## config.mk

```make
export PLATFORM = sky130hd
export DESIGN_NAME = mem_port_arbiter
export DESIGN_NICKNAME = d
export VERILOG_FILES = /design/src/rtl/cpu_pkg.sv /design/src/rtl/mem_port_arbiter.sv
export SDC_FILE = /design/constraint.sdc
export NUM_CORES = 1
export LEC_CHECK = 0
export CAP_MARGIN = 20
export CORE_MARGIN = 2
export CORE_UTILIZATION = 55
export DETAILED_ROUTE_END_ITERATION = 7
export DONT_BUFFER_PORTS = 1
export PLACE_DENSITY = 0.8
export SLEW_MARGIN = 10
export SYNTH_ARGS = -nofsm -noshare
export SYNTH_HDL_FRONTEND = slang
export SYNTH_SLANG_ARGS = --single-unit
```

## constraint.sdc

```tcl
create_clock -name clk_i -period 2.9 [get_ports clk_i]
set_input_delay 0.58 -clock clk_i [delete_from_list [all_inputs] [get_ports clk_i]]
set_output_delay 0.58 -clock clk_i [all_outputs]
set_load 0.05 [all_outputs]
```

## src/rtl/cpu_pkg.sv

```systemverilog
// Shared definitions for the IF/MEM memory port arbiter: FSM encoding and grant owners.
package cpu_pkg;

    typedef logic [1:0] arb_state_t;
    typedef logic [1:0] owner_t;

    // Arbiter FSM encoding
    localparam arb_state_t ARB_IDLE = 2'd0;
    localparam arb_state_t ARB_IF   = 2'd1;
    localparam arb_state_t ARB_DM   = 2'd2;

    // Who receives the grant decided this cycle
    localparam owner_t OWN_NONE = 2'd0;
    localparam owner_t OWN_IF   = 2'd1;
    localparam owner_t OWN_DM   = 2'd2;

endpackage

```

## src/rtl/mem_port_arbiter.sv

```systemverilog
// Arbiter sharing one single-port memory between instruction fetch and load/store.
// One access outstanding at a time; data accesses win unless IF has been passed over
// STARVE_LIMIT times in a row.
//
// state    | meaning
// ---------+-----------------------------------------------------------
// ARB_IDLE | no access outstanding, mem_req_o low
// ARB_IF   | fetch access outstanding, waiting for mem_ack_i
// ARB_DM   | load/store access outstanding, waiting for mem_ack_i
module mem_port_arbiter
    import cpu_pkg::*;
#(
    parameter int unsigned ADDR_W       = 32,
    parameter int unsigned DATA_W       = 32,
    parameter int unsigned STARVE_LIMIT = 4
) (
    input  logic              clk_i,
    input  logic              rst_i,
    input  logic              start_i,
    input  logic              if_req_i,
    input  logic [ADDR_W-1:0] if_addr_i,
    output logic [DATA_W-1:0] if_rdata_o,
    output logic              if_valid_o,
    output logic              if_stall_o,
    input  logic              dm_req_i,
    input  logic              dm_we_i,
    input  logic [ADDR_W-1:0] dm_addr_i,
    input  logic [DATA_W-1:0] dm_wdata_i,
    output logic [DATA_W-1:0] dm_rdata_o,
    output logic              dm_valid_o,
    output logic              dm_stall_o,
    output logic              mem_req_o,
    output logic              mem_we_o,
    output logic [ADDR_W-1:0] mem_addr_o,
    output logic [DATA_W-1:0] mem_wdata_o,
    input  logic [DATA_W-1:0] mem_rdata_i,
    input  logic              mem_ack_i
);

    localparam logic [3:0] STREAK_LIM = 4'(STARVE_LIMIT);

    arb_state_t        state_q, state_d;
    owner_t            grant_sel;
    logic [3:0]        streak_q;
    logic              mem_req_q, mem_we_q;
    logic [ADDR_W-1:0] mem_addr_q;
    logic [DATA_W-1:0] mem_wdata_q;
    logic [DATA_W-1:0] if_rdata_q, dm_rdata_q;
    logic              if_valid_q, dm_valid_q;

    logic if_acked, dm_acked;
    logic if_elig, dm_elig;
    logic arb_slot;
    logic streak_ok;

    // An acked requester still holds its old request this cycle and next; masking it
    // out keeps the same address from being issued twice.
    assign if_acked  = (state_q == ARB_IF) && mem_ack_i;
    assign dm_acked  = (state_q == ARB_DM) && mem_ack_i;
    assign if_elig   = if_req_i && !if_valid_q && !if_acked;
    assign dm_elig   = dm_req_i && !dm_valid_q && !dm_acked;
    assign streak_ok = (streak_q < STREAK_LIM);

    // Arbitration happens when the port is free or frees up this cycle; a stray ack
    // while idle is not an access completion.
    assign arb_slot = (state_q != ARB_IF && state_q != ARB_DM) || mem_ack_i;

    // Next state and grant selection
    always_comb begin
        state_d   = state_q;
        grant_sel = OWN_NONE;
        if (arb_slot) begin
            state_d = ARB_IDLE;
            if (start_i) begin
                if (dm_elig && (streak_ok || !if_elig)) begin
                    grant_sel = OWN_DM;
                    state_d   = ARB_DM;
                end else if (if_elig) begin
                    grant_sel = OWN_IF;
                    state_d   = ARB_IF;
                end
            end
        end
    end

    // State, memory-side registers, returned data, valid pulses and starvation streak
    always_ff @(posedge clk_i) begin
        if (!rst_i) begin
            state_q     <= ARB_IDLE;
            streak_q    <= '0;
            mem_req_q   <= 1'b0;
            mem_we_q    <= 1'b0;
            mem_addr_q  <= '0;
            mem_wdata_q <= '0;
            if_rdata_q  <= '0;
            dm_rdata_q  <= '0;
            if_valid_q  <= 1'b0;
            dm_valid_q  <= 1'b0;
        end else begin
            state_q    <= state_d;
            if_valid_q <= if_acked;
            dm_valid_q <= dm_acked;
            if (if_acked) begin
                if_rdata_q <= mem_rdata_i;
            end
            if (dm_acked) begin
                dm_rdata_q <= mem_rdata_i;
            end

            case (grant_sel)
                OWN_DM: begin
                    mem_req_q   <= 1'b1;
                    mem_we_q    <= dm_we_i;
                    mem_addr_q  <= dm_addr_i;
                    mem_wdata_q <= dm_wdata_i;
                end
                OWN_IF: begin
                    mem_req_q   <= 1'b1;
                    mem_we_q    <= 1'b0;
                    mem_addr_q  <= if_addr_i;
                    mem_wdata_q <= '0;
                end
                default: begin
                    if (if_acked || dm_acked) begin
                        mem_req_q <= 1'b0;
                        mem_we_q  <= 1'b0;
                    end
                end
            endcase

            if (!if_req_i || grant_sel == OWN_IF) begin
                streak_q <= '0;
            end else if (grant_sel == OWN_DM && streak_ok) begin
                streak_q <= streak_q + 4'd1;
            end
        end
    end

    assign mem_req_o   = mem_req_q;
    assign mem_we_o    = mem_we_q;
    assign mem_addr_o  = mem_addr_q;
    assign mem_wdata_o = mem_wdata_q;
    assign if_rdata_o  = if_rdata_q;
    assign dm_rdata_o  = dm_rdata_q;
    assign if_valid_o  = if_valid_q;
    assign dm_valid_o  = dm_valid_q;

    assign if_stall_o = if_req_i & ~if_valid_q;
    assign dm_stall_o = dm_req_i & ~dm_valid_q;

endmodule

```

==> flow_summary.ini <==
[global_route]
grt_max_degree = 137
grt_pass1_vias = 4206
antenna_found_initial = 0
grt_pass1_wl_um = 21000
overflow = 0
use_met1_pct = 24.3
grt_use_total_pct = 24.1
grtUsageMet3_pct = 12.2
top_usage_layer = met2
use_met2_pct = 41.4

[yosys]
synthTopCellsByArea = dfxtp_1, nand2_1, a21boi_0, mux2i_1, a22oi_1
synth.top_cells.by_count = nand2_1, dfxtp_1, a21boi_0, nor2b_1, and2_1
synth-edff-count = 0
synth_warnings = 0
synth_nets = 763
syn-instance-count = 623
async_flop_share_pct = 0
synthFlopType = dfxtp_1
yosysTopAreaCell = dfxtp_1
synth_area_um2 = 5570
synthDistinctLibCells = 30
ys_ff_latch = 138
synth.most_common_cell = nand2_1
yosysSeqAreaShare_pct = 49.6
syn_avg_cell_area_um2 = 8.94
yosysTopAreaCellShare_pct = 49.6

[timing]
fin_skew_ns = 0.00611
slew_viol_final = 0
tns_ns = 0
max_slew_margin_pct = 61.9
tightest_slew_ns = 0.570
rsz0062_at_grt = no
layout_min_cycle_time_ns = 2.51
setup_violations = 0
max_freq_mhz = 398
hold_viol = 0
period_share_pct = 86.6

[clocking]
clkSinkCount = 138
cts_setup_buffers = 0
cts_buffer_depth = 2
hold_buffers = 0
cts_made_buffers = 17
clkTransAtPathRegs_ns = 0.06
cts_resized = 0
insertion_delay_ns = 0.50
cts_tree = done
cts_root_buf = clkbuf_8
htree_levels = 4

[detailed_routing]
post_drt_wl_per_cell_um = 17.8
drc = 0
ant_nets = 0
via_count = 4155
drtIter0Drc = 283
totalWireLength_um = 13400
first_pass_iters = 6
routed_via_density = 5.53

[finish]
fillers = 808
diodes = 0
drive_above_1_share_pct = 8.09
area_growth_syn_to_layout_pct = 10.8
fin_nets = 746
final_util_pct = 62.8

[place]
hpwl_um = 9390
port_buffers = 0
gp_congestion = 0.893

[die]
ioPinCount = 269
die_area_um2 = 10900
die_h_um = 105
start_util_pct = 56.7
coreArea_um2 = 9820
rows = 36
dieWidth_um = 105

[critical_path]
crit_top_cell = and2_1
worstPathArrival_ns = 2.91
cp-end-kind = flip-flop
critPathMaxStageDelay_ns = 0.36
critPathSlowestCell = dfxtp_1
crit_path_max_fanout = 31
start_kind = flip-flop
crit_required_ns = 3.30
criticalPathCategory = reg -> reg
crit_path_cell_trace = inv_1, ha_1, and2_1, nor3b_1, or3_1, ha_2, buf_12, mux2i_1, o21ai_0, and2_1

[pwr]
p_comb_share_pct = 6.0
p_leak_uw = 0.00212
vdd_drop_max_v = 0.000377
pwr-share-clk_pct = 44.5
intPower_uw = 3350
swShare_pct = 27.4
seqPwrFrac_pct = 49.5
p_sw_uw = 1270
cellPowerDensity_nw_per_um2 = 749

[min_path]
hp-class = in -> reg

[job]
cap_violations = 0

[outcome]
status = finished, final reports clean
## stage by stage
step / instance area (µm²) / setup WS (ns) / std cells / hold slack, ns / total power (µW)
floorplan: 5570 / 0.238 / 623 / 0.444 / 2560
global placement: 5600 / 0.545 / 720 / 0.452 / 2590
detailed placement: 5600 / 0.414 / 720 / 0.469 / 2600
CTS: 6170 / 0.412 / 751 / 0.171 / 4660
global route: 6170 / 0.196 / 751 / 0.163 / 4790
finish: 6170 / 0.389 / 751 / 0.203 / 4620
## cells by family (layout without fill, tap and decap cells)
logic type                 after synthesis  in the layout  share of synthesized area [%]
DFF                                    138            138                           49.6
muxes                                   33             33                           5.93
and+or+nand+nor                        257            257                           21.3
AOI/OAI and AO/OA                      136            136                           16.8
adders and majority gates                5              5                           1.12
xor gates and xnor gates                 1              1                          0.157
buffers and inverters                   53             48                           5.08
## flip-flops by register name (all words and copies together) (netlist names), 2 cells and up
name and flops:
if_rdata_o 32, mem_wdata_o 32, dm_rdata_o 32, state_q 2, streak_q 4, mem_addr_o 32
## power by group through the flow
stage	registers, µW	clock network, µW	logic [µW]
floorplan	2310	0	258
global placement	2320	0	264
detailed placement	2330	0	279
CTS	2280	2100	279
global route	2290	2190	312
finish	2280	2060	278
## layout make-up
class | count | area [µm²] | share of cell area (%)
tap | 133 | 166 | 2.70
multi-input combinational | 432 | 2530 | 41.1
clock buffer | 18 | 428 | 6.94
timing repair buffer | 12 | 115 | 1.87
clock inverter | 13 | 144 | 2.33
inverter | 5 | 18.8 | 0.304
sequential | 138 | 2760 | 44.8
## metal layers
metal	wire (µm)	part of all wire, %
met1	4880	36
met2	6700	50
met3	1520	11
met4	278	2.1
met5	0	0
## path summary, 6_finish.rpt
kind                            depth (start not counted)            start             end  slack [ns]
worst max-delay path                                   10       state_q[1]  mem_addr_o[26]        0.39
worst min-delay path                                    2  mem_rdata_i[15]  dm_rdata_o[15]        0.20
worst max register to register                         10       state_q[1]  mem_addr_o[26]        0.39
worst min register to register                          2      streak_q[3]     streak_q[3]        0.48
## worst max-delay path, delay by kind of cell (launching register included)
family | cells | cell delay, ns
flip-flops | 1 | 0.36
AND/OR/NAND/NOR | 4 | 0.87
multiplexers | 1 | 0.26
AO/OA/AOI/OAI | 1 | 0.09
adder cells (fa/ha/maj) | 2 | 0.50
buffers and inverters | 2 | 0.30
## cells in the final DEF (no fill, tap or decap), types with 3 or more instances in the layout
| master | synthesis | final |
|---|---|---|
| and2_1 | 34 | 34 |
| mux2i_1 | 33 | 33 |
| nor3b_1 | 3 | 3 |
| a21boi_1 | 12 | 12 |
| nor2b_1 | 36 | 34 |
| nand2_1 | 166 | 166 |
| clkbuf_16 | 0 | 16 |
| o21ai_0 | 33 | 33 |
| inv_6 | 0 | 3 |
| clkinvlp_4 | 0 | 4 |
| inv_1 | 5 | 5 |
| a21boi_0 | 53 | 53 |
| a22oi_1 | 32 | 32 |
| buf_4 | 3 | 10 |
| dfxtp_1 | 138 | 138 |
| nor2_1 | 6 | 6 |
| ha_1 | 5 | 3 |
Power figures use the tool's default switching activity.
